**config.mk**
```make
export PLATFORM = sky130hd
export DESIGN_NAME = mux_rr_arbiter
export DESIGN_NICKNAME = d
export VERILOG_FILES = /design/src/rtl/mux_rr_arbiter.sv
export SDC_FILE = /design/constraint.sdc
export NUM_CORES = 1
export LEC_CHECK = 0
export CAP_MARGIN = 20
export CORE_MARGIN = 2
export CORE_UTILIZATION = 51
export CTS_BUF_LIST = sky130_fd_sc_hd__clkbuf_2 sky130_fd_sc_hd__clkbuf_4 sky130_fd_sc_hd__clkbuf_8
export CTS_CLUSTER_DIAMETER = 100
export DETAILED_ROUTE_END_ITERATION = 7
export PLACE_DENSITY = 0.8
export SLEW_MARGIN = 40
export SYNTH_ARGS = -nofsm -noshare
export SYNTH_HDL_FRONTEND = slang
export SYNTH_SLANG_ARGS = --single-unit
```
**constraint.sdc**
```tcl
create_clock -name Clock_In -period 1.8 [get_ports Clock_In]
set_clock_uncertainty 0.15 [all_clocks]
set_input_delay 0.36 -clock Clock_In [delete_from_list [all_inputs] [get_ports Clock_In]]
set_output_delay 0.36 -clock Clock_In [all_outputs]
set_load 0.005 [all_outputs]
```
**src/rtl/mux_rr_arbiter.sv**
```systemverilog
// Round-robin burst arbiter driving the select/enable of a shared N:1 MUX; grant appears one edge after the request is sampled.
// No backpressure: a grant ends on Last_In, a request drop or a MAX_HOLD timeout, and is always followed by one idle cycle.
module mux_rr_arbiter #(
  parameter int NUM_REQ  = 4,
  parameter int MAX_HOLD = 8
) (
  input  logic                       Clock_In,
  input  logic                       Reset_N_In,
  input  logic                       Arb_Enable_In,
  input  logic [NUM_REQ-1:0]         Request_In,
  input  logic                       Last_In,
  output logic [NUM_REQ-1:0]         Grant_Out,
  output logic [$clog2(NUM_REQ)-1:0] MUX_Select_Out,
  output logic                       MUX_Enable_Out,
  output logic                       Busy_Out
);

  localparam int SEL_W = $clog2(NUM_REQ);
  localparam int CNT_W = $clog2(MAX_HOLD + 1);

  typedef enum logic {IDLE, GRANT} state_t;

  state_t             state_q, state_d;
  logic [SEL_W-1:0]   ptr_q, ptr_d;
  logic [SEL_W-1:0]   sel_q, sel_d;
  logic [CNT_W-1:0]   cnt_q, cnt_d;
  logic [NUM_REQ-1:0] grant_q, grant_d;
  logic               en_q, en_d;

  logic               found;
  logic [SEL_W-1:0]   winner;
  logic [SEL_W-1:0]   idx;
  logic               release_now;

  // Cyclic search starting at the priority pointer; idx never exceeds NUM_REQ-1.
  always_comb begin
    found  = 1'b0;
    winner = '0;
    idx    = '0;
    for (int i = 0; i < NUM_REQ; i++) begin
      idx = SEL_W'((int'(ptr_q) + i) % NUM_REQ);
      if (!found && Request_In[idx]) begin
        found  = 1'b1;
        winner = idx;
      end
    end
  end

  assign release_now = !Request_In[sel_q] || Last_In || (cnt_q == CNT_W'(MAX_HOLD));

  always_comb begin
    state_d = state_q;
    ptr_d   = ptr_q;
    sel_d   = sel_q;
    cnt_d   = cnt_q;
    grant_d = grant_q;
    en_d    = en_q;
    case (state_q)
      IDLE: begin
        if (Arb_Enable_In && found) begin
          state_d = GRANT;
          sel_d   = winner;
          grant_d = NUM_REQ'(1) << winner;
          en_d    = 1'b1;
          cnt_d   = CNT_W'(1);
        end
      end
      GRANT: begin
        if (release_now) begin
          state_d = IDLE;
          grant_d = '0;
          en_d    = 1'b0;
          cnt_d   = '0;
          ptr_d   = (sel_q == SEL_W'(NUM_REQ - 1)) ? '0 : sel_q + SEL_W'(1);
        end else begin
          cnt_d = cnt_q + CNT_W'(1);
        end
      end
      default: state_d = IDLE;
    endcase
  end

  always_ff @(posedge Clock_In or negedge Reset_N_In) begin
    if (!Reset_N_In) begin
      state_q <= IDLE;
      ptr_q   <= '0;
      sel_q   <= '0;
      cnt_q   <= '0;
      grant_q <= '0;
      en_q    <= 1'b0;
    end else begin
      state_q <= state_d;
      ptr_q   <= ptr_d;
      sel_q   <= sel_d;
      cnt_q   <= cnt_d;
      grant_q <= grant_d;
      en_q    <= en_d;
    end
  end

  assign Grant_Out      = grant_q;
  assign MUX_Select_Out = sel_q;
  assign MUX_Enable_Out = en_q;
  assign Busy_Out       = (state_q == GRANT);

endmodule
```
### After elaboration in Yosys (flattened, before gate mapping)

Index checks and enable logic that the tools add are counted.

* add/sub/neg operators: 5
* multiply operators: 0
* div/mod/pow operators: 0
* $lt $le $gt $ge: 5
* eq/ne operators: 4
* shift operators: 1
* muxes and demuxes: 31
* bitwise operators: 1
* reduce and logical (&&, ||, !) cells: 13

Operators by type and width (count)
* 4-bit two-way mux: 4
* 4-bit one-hot mux with 2 select lines: 2
* 2-bit by 3-bit < comparator with 1-bit output (second input constant): 5
* 1-bit two-way mux: 13
* 1-bit binary-select mux with 2-bit select: 5
* 2-bit two-way mux: 5
* 2-bit AND reduction: 3
* 2-bit by 1-bit adder with 2-bit output (second input constant): 2
* 2-bit adder (second input constant): 2
* 4-bit by 1-bit adder with 4-bit output (second input constant): 1
* 4-bit == test (second input constant): 1
* 1-bit logical AND: 4
* 1-bit zero test: 4
* 1-bit one-hot mux with 2 select lines: 2
* 1-bit by 2-bit << shifter with 4-bit output (first input constant): 1
* 2-bit == test (second input constant): 1
* 1-bit logical OR: 2
* 2-bit by 1-bit inequality test with 1-bit output (second input constant): 1
* 2-bit inequality test (second input constant): 1
* 1-bit inverter: 1

* bits in registers: 14
* latch bits: 0
* bits in writable memories: 0
* memory bits (read-only): 0
* input bits: 8
* output and inout bits: 8
* word-level logic and storage cells: 66
* memories kept: 0

### Depth between registers and ports, before layout

* word-level depth: 15
* depth in mapped cells: 6

### Worst setup path before layout

OpenSTA, ideal clock, no wires.

* path kind: reg2reg
* from: register sel_q[0], in the netlist MUX_Select_Out[0]
* to: register ptr_q[0]
* library setup time: 0.125 ns
* data arrival time: 1.433 ns
* required time: 1.525 ns
* slack: 0.092 ns
* cell stages (with the launch flop): 5
* cell sequence: dfrtp_1 -> mux4_2 -> nand3b_2 -> nand2_2 -> mux2_4

* word-level cells in the longest chain between the ends: 6
* elaborated cells between the ends (all ways): 9
* classes of those cells: 1 x add/sub; 1 x eq/ne; 3 x mux; 4 x reduce/logical

Ends and longest elaborated chain
* start, declared: line 25 `logic [SEL_W-1:0] sel_q, sel_d;`
* start signal, assigned: line 94 `sel_q <= sel_d;`
* 1-bit binary-select mux with 2-bit select: line 49 `assign release_now = !Request_In[sel_q] || Last_In || (cnt_q == CNT_W'(MAX_HOLD));`
* 1-bit two-way mux (implied by the code): line 49
* 1-bit zero test: line 49
* 1-bit logical OR (2 in series): line 49
* 2-bit AND reduction (no source line)
* end signal, assigned: line 93 `ptr_q <= ptr_d;`
* end, declared: line 24 `logic [SEL_W-1:0] ptr_q, ptr_d;`

Several ways; a longest one is shown, not always the timed one. The select of a mux whose other input is x is not followed.
A chain may end at the register's enable or synchronous reset.

### Worst setup path after layout

* from: register sel_q[1], in the netlist MUX_Select_Out[1]
* to: output MUX_Select_Out[1]

RTL lines
* end, declared: line 13 `output logic [$clog2(NUM_REQ)-1:0] MUX_Select_Out,`

No word-level cell between the ends.

==> results.rst <==
.. list-table::
   :header-rows: 1

   * - Metric
     - Value
   * - Vias in the first global route
     - 648
   * - Number of clock sinks seen by CTS
     - 14
   * - Actual slew at the worst max-slew pin
     - 0.343 ns
   * - Global-route wire length before repair
     - 3130 um
   * - Delay of the slowest cell on the worst path
     - 0.54 ns
   * - Number of vias after detailed routing
     - between 600 and 700
   * - Detailed router's first-iteration violation count
     - 6
   * - Final worst-path cycle share
     - 97.2%
   * - Compound-cell area share of the yosys netlist
     - 21.1%
   * - CORE AREA
     - 0.00132 sq mm
   * - Largest net degree at the start of global routing
     - 15
   * - Internal Dissipation
     - 0.000892 W
   * - Syn Nets
     - 79
   * - Antenna violations before repair
     - 0
   * - Average detailed-routed wire length per instance
     - 15.6 um
   * - Average instance area after synthesis
     - 10.8 sq um
   * - Number of buffers created by CTS
     - 3
   * - Top cell family by delay on the critical path
     - buffers and inverters
   * - Layout Area Growth over Synthesis
     - 43.6%
   * - Final Hold Viols
     - 0
   * - Count of inserted antenna diode cells
     - 0
   * - Share of final-layout standard cells stronger than drive strength 1
     - between 20% and 30%
   * - NumNets Final
     - 112
   * - Placer Congestion
     - about 0.82
   * - Post-route DRC
     - 0
   * - Dominant combinational cell family by area after synthesis
     - compound AO/OA/AOI/OAI gates
   * - Unrepaired setup endpoints after global routing
     - false
   * - Root Driver
     - sky130_fd_sc_hd__clkbuf_4
   * - Vertical die dimension
     - 42.0 um
   * - Hold Path Class
     - primary input to asynchronous set/reset pin
   * - Half-perimeter wire length of the detailed placement result
     - 1340 um
   * - Leakage power of the design
     - 0.522 nW
   * - Sequential share of the synthesized area
     - 47.5%
   * - Data arrival, critical path
     - 1.24 ns
   * - Yosys top cell area share
     - 47.5%
   * - FF+latch area
     - 352 sq um
   * - Cell taking the most area after synthesis
     - sky130_fd_sc_hd__dfrtp_1
   * - Number of filler instances in the final layout
     - just under 90
   * - Count of unique library cells instantiated by Yosys
     - 31
   * - Mux contribution to synthesized area
     - 7.13%
   * - Mapped cell area
     - 737 sq um
   * - Maximum frequency from static timing analysis
     - between 500 and 600 MHz
   * - Die Outline Area
     - between 0.0015 and 0.002 sq mm
   * - Sort of element at the end of the critical path
     - output pin
   * - Combinational share of power
     - 48.4%
   * - Switching part of the total power
     - about 34%
   * - Clock group share of total power
     - 12.8%
   * - Max-Cap Viols
     - 0
   * - Type of the worst setup path
     - flip-flop to output pin
   * - Count of port buffers added during placement
     - 15
   * - Shortest period the worst path allows
     - ~1.8 ns
   * - Synth area leaders
     - sky130_fd_sc_hd__dfrtp_1, sky130_fd_sc_hd__ha_1, sky130_fd_sc_hd__mux2_4, sky130_fd_sc_hd__a21o_1, sky130_fd_sc_hd__mux4_2
   * - Max-slew violation total from the final report
     - 0
   * - Count of nets left with antenna violations after detail routing
     - 0
   * - Power density of the placed cells
     - 1280 mW/mm^2
   * - DIE WIDTH
     - 42.0 um
   * - Length of the first detailed-routing pass in iterations
     - 4
   * - Total net switching power
     - 0.000465 W
   * - Max stage delay cell, worst path
     - sky130_fd_sc_hd__clkdlybuf4s50_1
   * - Cell Chain, Critical Path
     - clkdlybuf4s50_1
   * - Setup Slack @ Placement
     - -0.381 ns
   * - Final global-route overflow total
     - 0
   * - I/O pin count
     - 16
   * - Critical-path maximum fanout
     - 4
   * - Power Total
     - 0.00136 W
   * - H-tree level count
     - 1
   * - Adder-cell share of the synthesized area
     - 5.09%
   * - Via density per instance
     - 5.51
   * - Clock tree from TritonCTS
     - built
   * - Number of register bits inferred by synthesis
     - 14
   * - Sum of routed wire length over all layers
     - 1780 um
   * - Post-Route Utilization
     - 80.3%
   * - Multi-input gate area in the final layout
     - 398 sq um
   * - Worst IR Drop VDD
     - 0.917 mV
   * - Status
     - finished, final reports clean
   * - Post-synthesis share of cell area spent on and, or, nand and nor gates
     - 15.4%
   * - Setup violators final
     - 0
   * - Synth Instances
     - 68
   * - Number of buffers added to fix hold violations after cts
     - 0
   * - Sequential cell fraction of total power
     - 38.8%
   * - Clk pin slew, worst setup/hold paths
     - 0.08 ns
   * - Initial cell density of the core
     - a little under three fifths
   * - Insertion delay to the later sink of the worst-skew pair
     - 0.28 ns
   * - CP bufs+invs
     - 1
   * - Total routing resource utilization after global routing
     - 23.7%
   * - Rows
     - 13
   * - Synth Warn #
     - 0
   * - Relative slew margins
     - 77.0%
   * - Fraction of synthesized cell area in xor and xnor cells
     - 1.19%
   * - Maximum count of clock buffers along a single path
     - 2
   * - Worst Setup Start Kind
     - flip-flop
   * - Least setup slack across all paths after layout
     - 0.0497 ns
   * - Worst path required time
     - 1.29 ns
## per-stage QoR
| step | std cells | setup TNS (ns) | cell area, sq um | hold WS, ns |
|---|---|---|---|---|
| floorplan | 68 | 0 | 737 | -0.0856 |
| global placement | 110 | -3.36 | 996 | 0.323 |
| detailed placement | 110 | -3.51 | 996 | 0.325 |
| CTS | 114 | 0 | 1040 | 0.224 |
| global route | 114 | 0 | 1060 | 0.283 |
| finish | 114 | 0 | 1060 | 0.222 |
## cells in the final DEF, fill, tap and decap left out, types with 3 or more instances in the layout
cell type,Yosys,routed
sky130_fd_sc_hd__ha_1,3,3
sky130_fd_sc_hd__o21ai_0,4,4
sky130_fd_sc_hd__buf_4,0,12
sky130_fd_sc_hd__a21oi_1,4,3
sky130_fd_sc_hd__dfrtp_1,14,13
sky130_fd_sc_hd__nand2_1,5,5
sky130_fd_sc_hd__inv_1,5,5
sky130_fd_sc_hd__clkdlybuf4s50_1,0,10
sky130_fd_sc_hd__clkbuf_4,0,3
sky130_fd_sc_hd__dlygate4sd2_1,0,4
sky130_fd_sc_hd__a21o_1,3,3
sky130_fd_sc_hd__nor2_1,3,3
## sequential cells by signal, summed over array words and instances, names as in the netlist
| name | flops |
|---|---|
| cnt_q | 4 |
| MUX_Enable_Out | 1 |
| Grant_Out | 4 |
| ptr_q | 2 |
| Busy_Out | 1 |
| MUX_Select_Out | 2 |
## timing repair
action	CTS	global route
buffers inserted	1	1
gates resized for setup	8	4
pin swaps	1	2
endpoints found under the setup margin	8	4
endpoints found under the hold margin	0	0
## synth_stat cells
| master | instances |
|---|---|
| sky130_fd_sc_hd__a21o_2 | 1 |
| sky130_fd_sc_hd__o21bai_1 | 1 |
| sky130_fd_sc_hd__a22o_1 | 2 |
| sky130_fd_sc_hd__nand3b_1 | 1 |
| sky130_fd_sc_hd__nand4b_1 | 1 |
| sky130_fd_sc_hd__nor3b_1 | 1 |
| sky130_fd_sc_hd__a311oi_1 | 1 |
| sky130_fd_sc_hd__nor2b_1 | 1 |
| sky130_fd_sc_hd__or2_2 | 1 |
| sky130_fd_sc_hd__mux4_2 | 1 |
| sky130_fd_sc_hd__nand3_1 | 1 |
| sky130_fd_sc_hd__and2b_1 | 1 |
| sky130_fd_sc_hd__a21oi_1 | 4 |
| sky130_fd_sc_hd__a21o_1 | 3 |
| sky130_fd_sc_hd__nand2_1 | 5 |
| sky130_fd_sc_hd__a211o_1 | 1 |
| sky130_fd_sc_hd__inv_1 | 5 |
| sky130_fd_sc_hd__nand2_2 | 1 |
| sky130_fd_sc_hd__ha_1 | 3 |
| sky130_fd_sc_hd__o21a_1 | 1 |
| sky130_fd_sc_hd__nand3b_2 | 1 |
| sky130_fd_sc_hd__nor2_1 | 3 |
| sky130_fd_sc_hd__xor2_1 | 1 |
| sky130_fd_sc_hd__dfrtp_1 | 14 |
| sky130_fd_sc_hd__o21ai_0 | 4 |
| sky130_fd_sc_hd__a211oi_1 | 1 |
| sky130_fd_sc_hd__nand2b_1 | 2 |
| sky130_fd_sc_hd__nor3_1 | 1 |
| sky130_fd_sc_hd__o41ai_1 | 1 |
| sky130_fd_sc_hd__mux2_4 | 2 |
| sky130_fd_sc_hd__o2bb2ai_1 | 2 |
## per-layer routing
layer  vias to the layer above  wire (um)  track usage, %
li1                        312          -               -
met1                       297        797            30.8
met2                        16        880            40.0
met3                         3         80            5.60
met4                         0         25            5.63
met5                         -          0               0
## final timing paths
path,startpoint,endpoint,slack (ns),depth (start not counted)
max in group asynchronous,Reset_N_In,Busy_Out$_DFF_PN0_,1.10,2
max,MUX_Select_Out[1]$_DFFE_PN0P_,MUX_Select_Out[1],0.05,1
max reg2reg,MUX_Select_Out[0]$_DFFE_PN0P_,ptr_q[1]$_DFFE_PN0P_,0.06,4
min reg2reg,Grant_Out[1]$_DFFE_PN0P_,Grant_Out[1]$_DFFE_PN0P_,0.34,1
min in group Clock_In,Grant_Out[1]$_DFFE_PN0P_,Grant_Out[1]$_DFFE_PN0P_,0.34,1
min,Reset_N_In,MUX_Select_Out[0]$_DFFE_PN0P_,0.22,2
## cell type report
class                      count  area share (%)
timing repair buffer          28            23.5
inverter                       5            1.77
sequential                    14            33.2
clock buffer                   3            2.13
multi-input combinational     49            37.6
tap                           15            1.77
## kinds of logic (layout without fill, tap and decap cells)
family	after synthesis	count (layout)
XOR/XNOR	1	1
flip-flops	14	14
AO/OA/AOI/OAI	22	22
multiplexers	3	3
adder cells (fa/ha/maj)	3	3
AND/OR/NAND/NOR	20	20
buffers and inverters	5	36
## worst reg2reg max path, delay by kind of cell, from the launching register on
family	cells	cell delay, ns
flops	1	0.39
simple gates	2	0.22
mux	2	0.87
## power groups by stage
stage               logic (W)  clock network, W  registers (W)
floorplan            0.000299                 0       0.000525
global placement     0.000578                 0       0.000532
detailed placement   0.000596                 0       0.000540
CTS                  0.000642          0.000178       0.000537
global route         0.000726          0.000184       0.000540
finish               0.000657          0.000173       0.000526
Note: power is estimated with default switching activity, not from simulation.
